--- config.mk ---
export PLATFORM = sky130hd
export DESIGN_NAME = instruction_fetch
export DESIGN_NICKNAME = d
export VERILOG_FILES = /design/src/rtl/instruction_fetch.sv
export SDC_FILE = /design/constraint.sdc
export NUM_CORES = 2
export LEC_CHECK = 0
export BUFFER_PORTS_ARGS = -buffer_cell sky130_fd_sc_hd__buf_2
export CAP_MARGIN = 20
export CORE_AREA = 2 2 375 377
export CTS_CLUSTER_SIZE = 12
export DETAILED_ROUTE_END_ITERATION = 10
export DIE_AREA = 0 0 377 379
export PLACE_DENSITY = 0.76
export SETUP_SLACK_MARGIN = 0.15
export SYNTH_ARGS = -nofsm -noshare
export SYNTH_HDL_FRONTEND = slang
export SYNTH_SLANG_ARGS = --single-unit
--- constraint.sdc ---
create_clock -name i_clk -period 5.25 [get_ports i_clk]
set_input_delay 0.2625 -clock i_clk [delete_from_list [all_inputs] [get_ports i_clk]]
set_output_delay 0.2625 -clock i_clk [all_outputs]
set_load 0.005 [all_outputs]
--- src/rtl/instruction_fetch.sv ---
// Instruction fetch stage: byte-wise program loader, PC register and instruction memory.
// Optional IF_HALT_DETECT_EN: an all-ones instruction fetched in RUN parks the stage in HALT.
module instruction_fetch #(
    parameter int PC_SIZE          = 32,
    parameter int INSTRUCTION_SIZE = 32,
    parameter int MEM_WORDS        = 64
) (
    input  logic                        i_clk,
    input  logic                        i_reset,
    input  logic                        i_enable,
    input  logic                        i_stall,
    input  logic                        i_pc_src,
    input  logic [PC_SIZE-1:0]          i_not_seq_pc,
    input  logic                        i_wr_en,
    input  logic [7:0]                  i_wr_byte,
    input  logic                        i_start,
    input  logic                        i_clear,
    output logic [PC_SIZE-1:0]          o_next_seq_pc,
    output logic [INSTRUCTION_SIZE-1:0] o_instruction,
    output logic [PC_SIZE-1:0]          o_pc,
    output logic                        o_mem_full,
    output logic                        o_mem_empty,
    output logic                        o_halt
);

    // state   | meaning
    // LOAD    | program bytes accepted, PC held at 0
    // RUN     | fetching, PC steps on enable and no stall
    // HALT    | all-ones instruction seen, PC frozen until clear/reset
    localparam int AW = $clog2(MEM_WORDS);
    localparam int CW = AW + 1;
    localparam logic [1:0] ST_LOAD = 2'd0;
    localparam logic [1:0] ST_RUN  = 2'd1;
    localparam logic [1:0] ST_HALT = 2'd2;

    logic [1:0]                  r_state;
    logic [PC_SIZE-1:0]          r_pc;
    logic [CW-1:0]               r_word_count;
    logic [23:0]                 r_asm;
    logic [1:0]                  r_byte_cnt;
    logic [INSTRUCTION_SIZE-1:0] r_mem [MEM_WORDS];

    logic [AW-1:0] w_idx;
    logic          w_full;
    logic          w_empty;
    logic          w_load_byte;
    logic          w_commit;
    logic          w_step;
    logic          w_halt_hit;

    assign w_idx       = r_pc[AW+1:2];
    assign w_full      = (r_word_count == CW'(MEM_WORDS));
    assign w_empty     = (r_word_count == '0);
    assign w_load_byte = (r_state == ST_LOAD) && i_wr_en && !w_full;
    assign w_commit    = w_load_byte && (r_byte_cnt == 2'd3);
    assign w_step      = (r_state == ST_RUN) && i_enable && !i_stall;

    assign o_pc          = r_pc;
    assign o_next_seq_pc = r_pc + PC_SIZE'(4);
    assign o_mem_full    = w_full;
    assign o_mem_empty   = w_empty;
    // Slots at or beyond the loaded count read as NOP, whatever stale data the array holds.
    assign o_instruction = ({1'b0, w_idx} < r_word_count) ? r_mem[w_idx] : '0;

`ifdef IF_HALT_DETECT_EN
    assign w_halt_hit = w_step && (o_instruction == '1);
    assign o_halt     = (r_state == ST_HALT);
`else
    assign w_halt_hit = 1'b0;
    assign o_halt     = 1'b0;
`endif

    // Array has no reset so a reset does not disturb the stored program contents.
    always_ff @(posedge i_clk) begin
        if (i_reset && !i_clear && (r_state == ST_LOAD) && i_start && !w_empty) begin
            // start wins over a same-cycle byte; nothing is written
        end else if (i_reset && !i_clear && w_commit) begin
            r_mem[r_word_count[AW-1:0]] <= INSTRUCTION_SIZE'({r_asm, i_wr_byte});
        end
    end

    always_ff @(posedge i_clk) begin
        if (!i_reset || i_clear) begin
            r_state      <= ST_LOAD;
            r_pc         <= '0;
            r_word_count <= '0;
            r_asm        <= '0;
            r_byte_cnt   <= '0;
        end else begin
            case (r_state)
                ST_LOAD: begin
                    if (i_start && !w_empty) begin
                        r_state    <= ST_RUN;
                        r_asm      <= '0;
                        r_byte_cnt <= '0;
                    end else if (w_commit) begin
                        r_word_count <= r_word_count + CW'(1);
                        r_asm        <= '0;
                        r_byte_cnt   <= '0;
                    end else if (w_load_byte) begin
                        r_asm      <= {r_asm[15:0], i_wr_byte};
                        r_byte_cnt <= r_byte_cnt + 2'd1;
                    end
                end
                ST_RUN: begin
                    if (w_halt_hit) begin
                        r_state <= ST_HALT;
                    end else if (w_step) begin
                        r_pc <= i_pc_src ? i_not_seq_pc : (r_pc + PC_SIZE'(4));
                    end
                end
                ST_HALT: begin
                    r_state <= ST_HALT;
                end
                default: begin
                    r_state <= ST_LOAD;
                end
            endcase
        end
    end

endmodule

# [Word level (Yosys, flattened, before mapping)]
# Memories as Yosys holds them, arrays and structs flattened. A register that Yosys moved wholly into a read port is not among the register bits.
# Cells that the tools add are included.
[word_totals] register_bits=67 ramBits=2048 inputBits=48 out_inout_bits=99 wordCells=56 memories=1
[memory_table] memory="r_mem" words=64 width=32 rd=1 rd_ports_with_merged_regs=1 write_ports=1 line="41" source="logic [INSTRUCTION_SIZE-1:0] r_mem [MEM_WORDS];"
[classes] add_sub_neg=3 magnitude_cmp=1 n_eq_ne=5 muxes=15 bitwise=2 reduce_logical=24
[op_table] cell="$mux 24" n=3
[op_table] cell="$mux 32" n=2
[op_table] cell="$add 32x3->32 const B" n=1
[op_table] cell="$mux 6" n=2
[op_table] cell="$logic_and 1x1->1" n=11
[op_table] cell="$mux 2" n=4
[op_table] cell="$add 7x1->7 const B" n=1
[op_table] cell="$eq 7x7->1 const B" n=1
[op_table] cell="$logic_not 7->1" n=1
[op_table] cell="$lt 6x7->1" n=1
[op_table] cell="$pmux 2 s3" n=1
[op_table] cell="$reduce_and 2->1" n=3
[op_table] cell="$logic_not 1->1" n=5
[op_table] cell="$eq 2x2->1 const B" n=2
[op_table] cell="$mux 1" n=3
[op_table] cell="$reduce_and 3->1" n=1
[op_table] cell="$reduce_bool 3->1" n=1
[op_table] cell="$add 2x1->2 const B" n=1
[op_table] cell="$eq 2x1->1 const B" n=1
[op_table] cell="$logic_not 2->1" n=1
[op_table] cell="$ne 2x1->1 const B" n=1
[op_table] cell="$not 1->1" n=2
[op_table] cell="$logic_or 1x1->1" n=1

# [Depth between registers and ports, before layout]
[logic_depth] ltp_word=8 mapped_depth=11 ltp_nobuf=7

# [Least setup slack after synthesis]
# Ideal clock, no wire load.
[synth_timing] path_kind="register to register" startpoint="register r_word_count[0]" endpoint="memory r_mem[62][0], enable pin" setup_time_ps=421 arrival_time_ps=3694 slack_ps=1134 path_stages_with_launch=11 n_path_buf=3 synth_period_minus_slack_ps=4116 cell_sequence="dfxtp_1 > buf_2 > inv_1 > ha_1 > nor2b_1 > and3_1 > clkbuf_1 > a2111o_1 > or4_1 > buf_2 > nor2_1"
[synth_between] elab_chain_len=8 word_cells_on_any_way=11 classes_between="eq/ne: 1; mux: 3; reduce/logical: 7"
[synth_lines] item="start: declaration" line="38" source="logic [CW-1:0] r_word_count;"
[synth_lines] item="start signal: assignment" line="97" source="r_word_count <= r_word_count + CW'(1);"
[synth_lines] item="$eq 7x7->1" line="52" source="assign w_full = (r_word_count == CW'(MEM_WORDS));"
[synth_lines] item="net o_mem_full" line="21" source="output logic o_mem_full,"
[synth_lines] item="$logic_not 1->1" line="54" source="assign w_load_byte = (r_state == ST_LOAD) && i_wr_en && !w_full;"
[synth_lines] item="$logic_and 1x1->1" line="54"
[synth_lines] item="$logic_and 1x1->1" line="55" source="assign w_commit = w_load_byte && (r_byte_cnt == 2'd3);"
[synth_lines] item="$logic_and 1x1->1" line="77" source="end else if (i_reset && !i_clear && w_commit) begin"
[synth_lines] item="$mux 1" line="77"
[synth_lines] item="$mux 1" line="75" source="if (i_reset && !i_clear && (r_state == ST_LOAD) && i_start && !w_empty) begin"
[synth_lines] item="$mux 1 (not written as such)" line="78" source="r_mem[r_word_count[AW-1:0]] <= INSTRUCTION_SIZE'({r_asm, i_wr_byte});"
[synth_lines] item="end: declaration" line="41"
# The timed path passes the listed nets, and every way through them passes these cells.

==> metrics.yaml <==
setup_path:
  r2r_start: "r_word_count[0]"
  reg2reg_slack_ns: 1.23
  endpoint_kind: "primary output"
  reg2regPathDepth: 10
  path_max_fanout: 36
  crit_required_ns: 4.99
  criticalPathCategory: "reg -> out"
  cp_data_arrival_time_ns: 4.35
  cp-start-kind: "register"
  r2r_end: "r_mem[43][0]"
  crit_end: "o_instruction[10]"
clocking:
  htree_levels: 4
  cts.sinks: 2121
  clk_latency_ns: 0.85
  cts_buffer_depth: 3
  cts_resized: 0
  clkTransAtPathRegs_ns: 0.06
  cts_buffers: 207
  cts_tree: "done"
  cts_root_buffer: "clkbuf_16"
synth:
  yosysSeqAreaShare: 0.761
  postSynth.asyncResetShare: 0
  synth_ff_type: "edfxtp_1"
  synth_xor_area_frac: 0.00307
  ys_ff_latch: 2121
  synth_cell_types: 67
  synth_top_family_by_area: "multiplexers"
  synth_compound_area_frac: 0.0457
  netlist_area_um2: 82700
  synth_edf_count: 2048
  muxShareOfSynthArea: 0.148
  ys_warn_count: 0
  synthAdderAreaFrac: 0.00136
  synth_area_per_cell_um2: 20.2
  syn_nets: 4152
  synth-simple-area-share: 0.0239
  synth_cells: 4095
power:
  ir_worst_vdd_mv: 0.315
  p_leak_nw: 31.4
  power_density_nw_per_um2: 346
timing:
  worst_pin_slew_ns: 1.21
  setup_viol: 0
  timing.fmax_ghz: 0.217
  rsz0062_at_grt: "false"
  slew_headroom: 0.194
  finClkSkew_ns: 0.0377
  maxSlewViolCount: 0
  min_period_ns: 4.61
  finalSetupTns_ns: 0
  period_share: 0.879
  hold_viol: 0
global_route:
  grt_use_met2: 0.487
  grt-ovfl-total: 0
  grt_pass1_vias: 43600
  grt_max_degree: 117
  grt_pass1_wl_um: 303000
  top_usage_layer: "met2"
  antenna_found_initial: 6
  grtUsageMet1: 0.406
  grtUsageTotal: 0.297
  grtUsageMet3: 0.0579
routing:
  ant_nets: 0
  drc: 0
  drt_iter0_drc: 6238
  wirelength_um: 212000
  vias: 43900
  wl_per_cell_um: 33.2
  drt-pass1-iter-count: 5
  via_per_inst: 6.89
cells_and_area:
  register_area_um2: 63000
  fin_area_um2: 93300
  nNetsFinal: 4490
  drive_gt1_frac: 0.242
  mostFrequentLayoutCell: "edfxtp_1"
  multi_input_area_um2: 18900
  finalNonFillerCells: 6370
  fillers: 8490
  area_growth_pct: 12.8
  most-common-layout-cells: "edfxtp_1, mux4_2, mux2i_1"
  final_core_util: 0.672
placement:
  numPortBuffers: 145
  placed_area_um2: 86400
  placed_cells: 5961
  dp_hpwl_um: 115000
  gp_congestion: 0.837
floorplan:
  die_w_um: 377
  dieArea_um2: 143000
  die_height_um: 379
  core_area_um2: 139000
  num_rows: 137
  initial_core_util: 0.596
  top_level_ports: 147
status:
  status: "finished clean"
run:
  maxCapViolations: 0
worst_hold_path:
  hold_path.class: "in -> reg"
kinds of logic after synthesis:
group,after synthesis
compound gates,532
xor+xnor,29
fa+ha+maj,9
buf+inv,269
flops,2121
mux,708
other cells,1
simple gates,426
critical path, cell delays in order, from the launching register on:
cell       delay [ns]
dfxtp_4          0.77
buf_4            0.39
buf_4            0.38
nor2_1           0.28
a221oi_1         0.47
a2bb2oi_1        0.10
o21ai_0          0.53
nand3_1          0.34
buf_2            0.23
registers in the layout (all words and copies together), names as in the netlist, named ones only:
signal and flops:
o_pc 32, r_asm 24, r_byte_cnt 2, r_mem 2048
r_state 2, r_word_count 7
routing by layer:
metal  wire (um)  part of all wire
met2      105000              0.50
met1       78200              0.37
met5          13          0.000061
met3       21800              0.10
met4        6770             0.032
report_power, final:
| part | internal [mW] | leakage (nW) | switching, mW |
|---|---|---|---|
| Combinational | 0.0653 | 6.40 | 0.167 |
| Clock | 7.60 | 2.93 | 6.04 |
| Sequential | 18.4 | 22.0 | 0.0121 |
| Total | 26.1 | 31.4 | 6.22 |
through the flow:
step | setup WS, ns | hold WS (ns) | power, mW
after floorplan | 1.13 | 0.361 | 18.8
after global placement | 1.32 | 0.464 | 18.9
after detailed placement | 1.30 | 0.473 | 18.9
after CTS | 0.612 | 0.0370 | 32.3
after global routing | 0.497 | 0.131 | 33.0
final | 0.636 | 0.0735 | 32.3
worst min path at each step:
stage | from | depth (start not counted) | slack, ns | end
floorplan | i_wr_byte[0] | 0 | 0.36 | r_mem[0][0]
global placement | o_pc[1] | 2 | 0.46 | o_pc[1]
detailed placement | o_pc[0] | 2 | 0.47 | o_pc[0]
CTS | i_wr_en | 5 | 0.04 | r_byte_cnt[1]
global route | i_wr_en | 5 | 0.13 | r_byte_cnt[1]
finish | i_wr_en | 5 | 0.07 | r_byte_cnt[1]
final cells by class:
class | count | area share
flip-flops and latches | 2121 | 0.675
multi-input cells | 1705 | 0.203
clock buffers | 293 | 0.0609
repair buffers | 382 | 0.0324
well taps | 1807 | 0.0242
clock inverters | 44 | 0.00409
inverters | 16 | 0.000697
diodes | 2 | 0.0000536
what timing repair did:
| item | in CTS | in global routing |
|---|---|---|
| setup buffers | 0 | 0 |
| setup endpoints to repair | 0 | 0 |
| hold buffers | 46 | 6 |
| hold endpoints to repair | 41 | 88 |
cell usage after synthesis (all sizes together), types with 7 or more instances:
master / count / share of area
o221ai: 93 / 0.0098
a221o: 15 / 0.0018
and2: 18 / 0.0014
edfxtp: 2048 / 0.74
clkbuf: 131 / 0.0059
a22oi: 48 / 0.0044
a221oi: 8 / 0.00085
a21o: 15 / 0.0014
a21oi: 99 / 0.0060
ha: 9 / 0.0014
nor3b: 8 / 0.00073
mux4: 409 / 0.11
a31oi: 21 / 0.0016
mux2i: 285 / 0.034
o311ai: 7 / 0.00074
nand3: 54 / 0.0033
and3: 14 / 0.0011
a32oi: 12 / 0.0013
nand4: 20 / 0.0015
buf: 122 / 0.010
nor2: 173 / 0.0079
inv: 15 / 0.00068
a2bb2oi: 9 / 0.00095
a211o: 8 / 0.00085
nor2b: 10 / 0.00076
o211ai: 9 / 0.00082
mux2: 14 / 0.0019
o21ai: 51 / 0.0031
o22ai: 75 / 0.0057
nand2: 95 / 0.0043
xnor2: 23 / 0.0024
a22o: 19 / 0.0020
o31ai: 12 / 0.0011
dfxtp: 73 / 0.018
nor3: 7 / 0.00048
(Power assumes the default switching activity.)
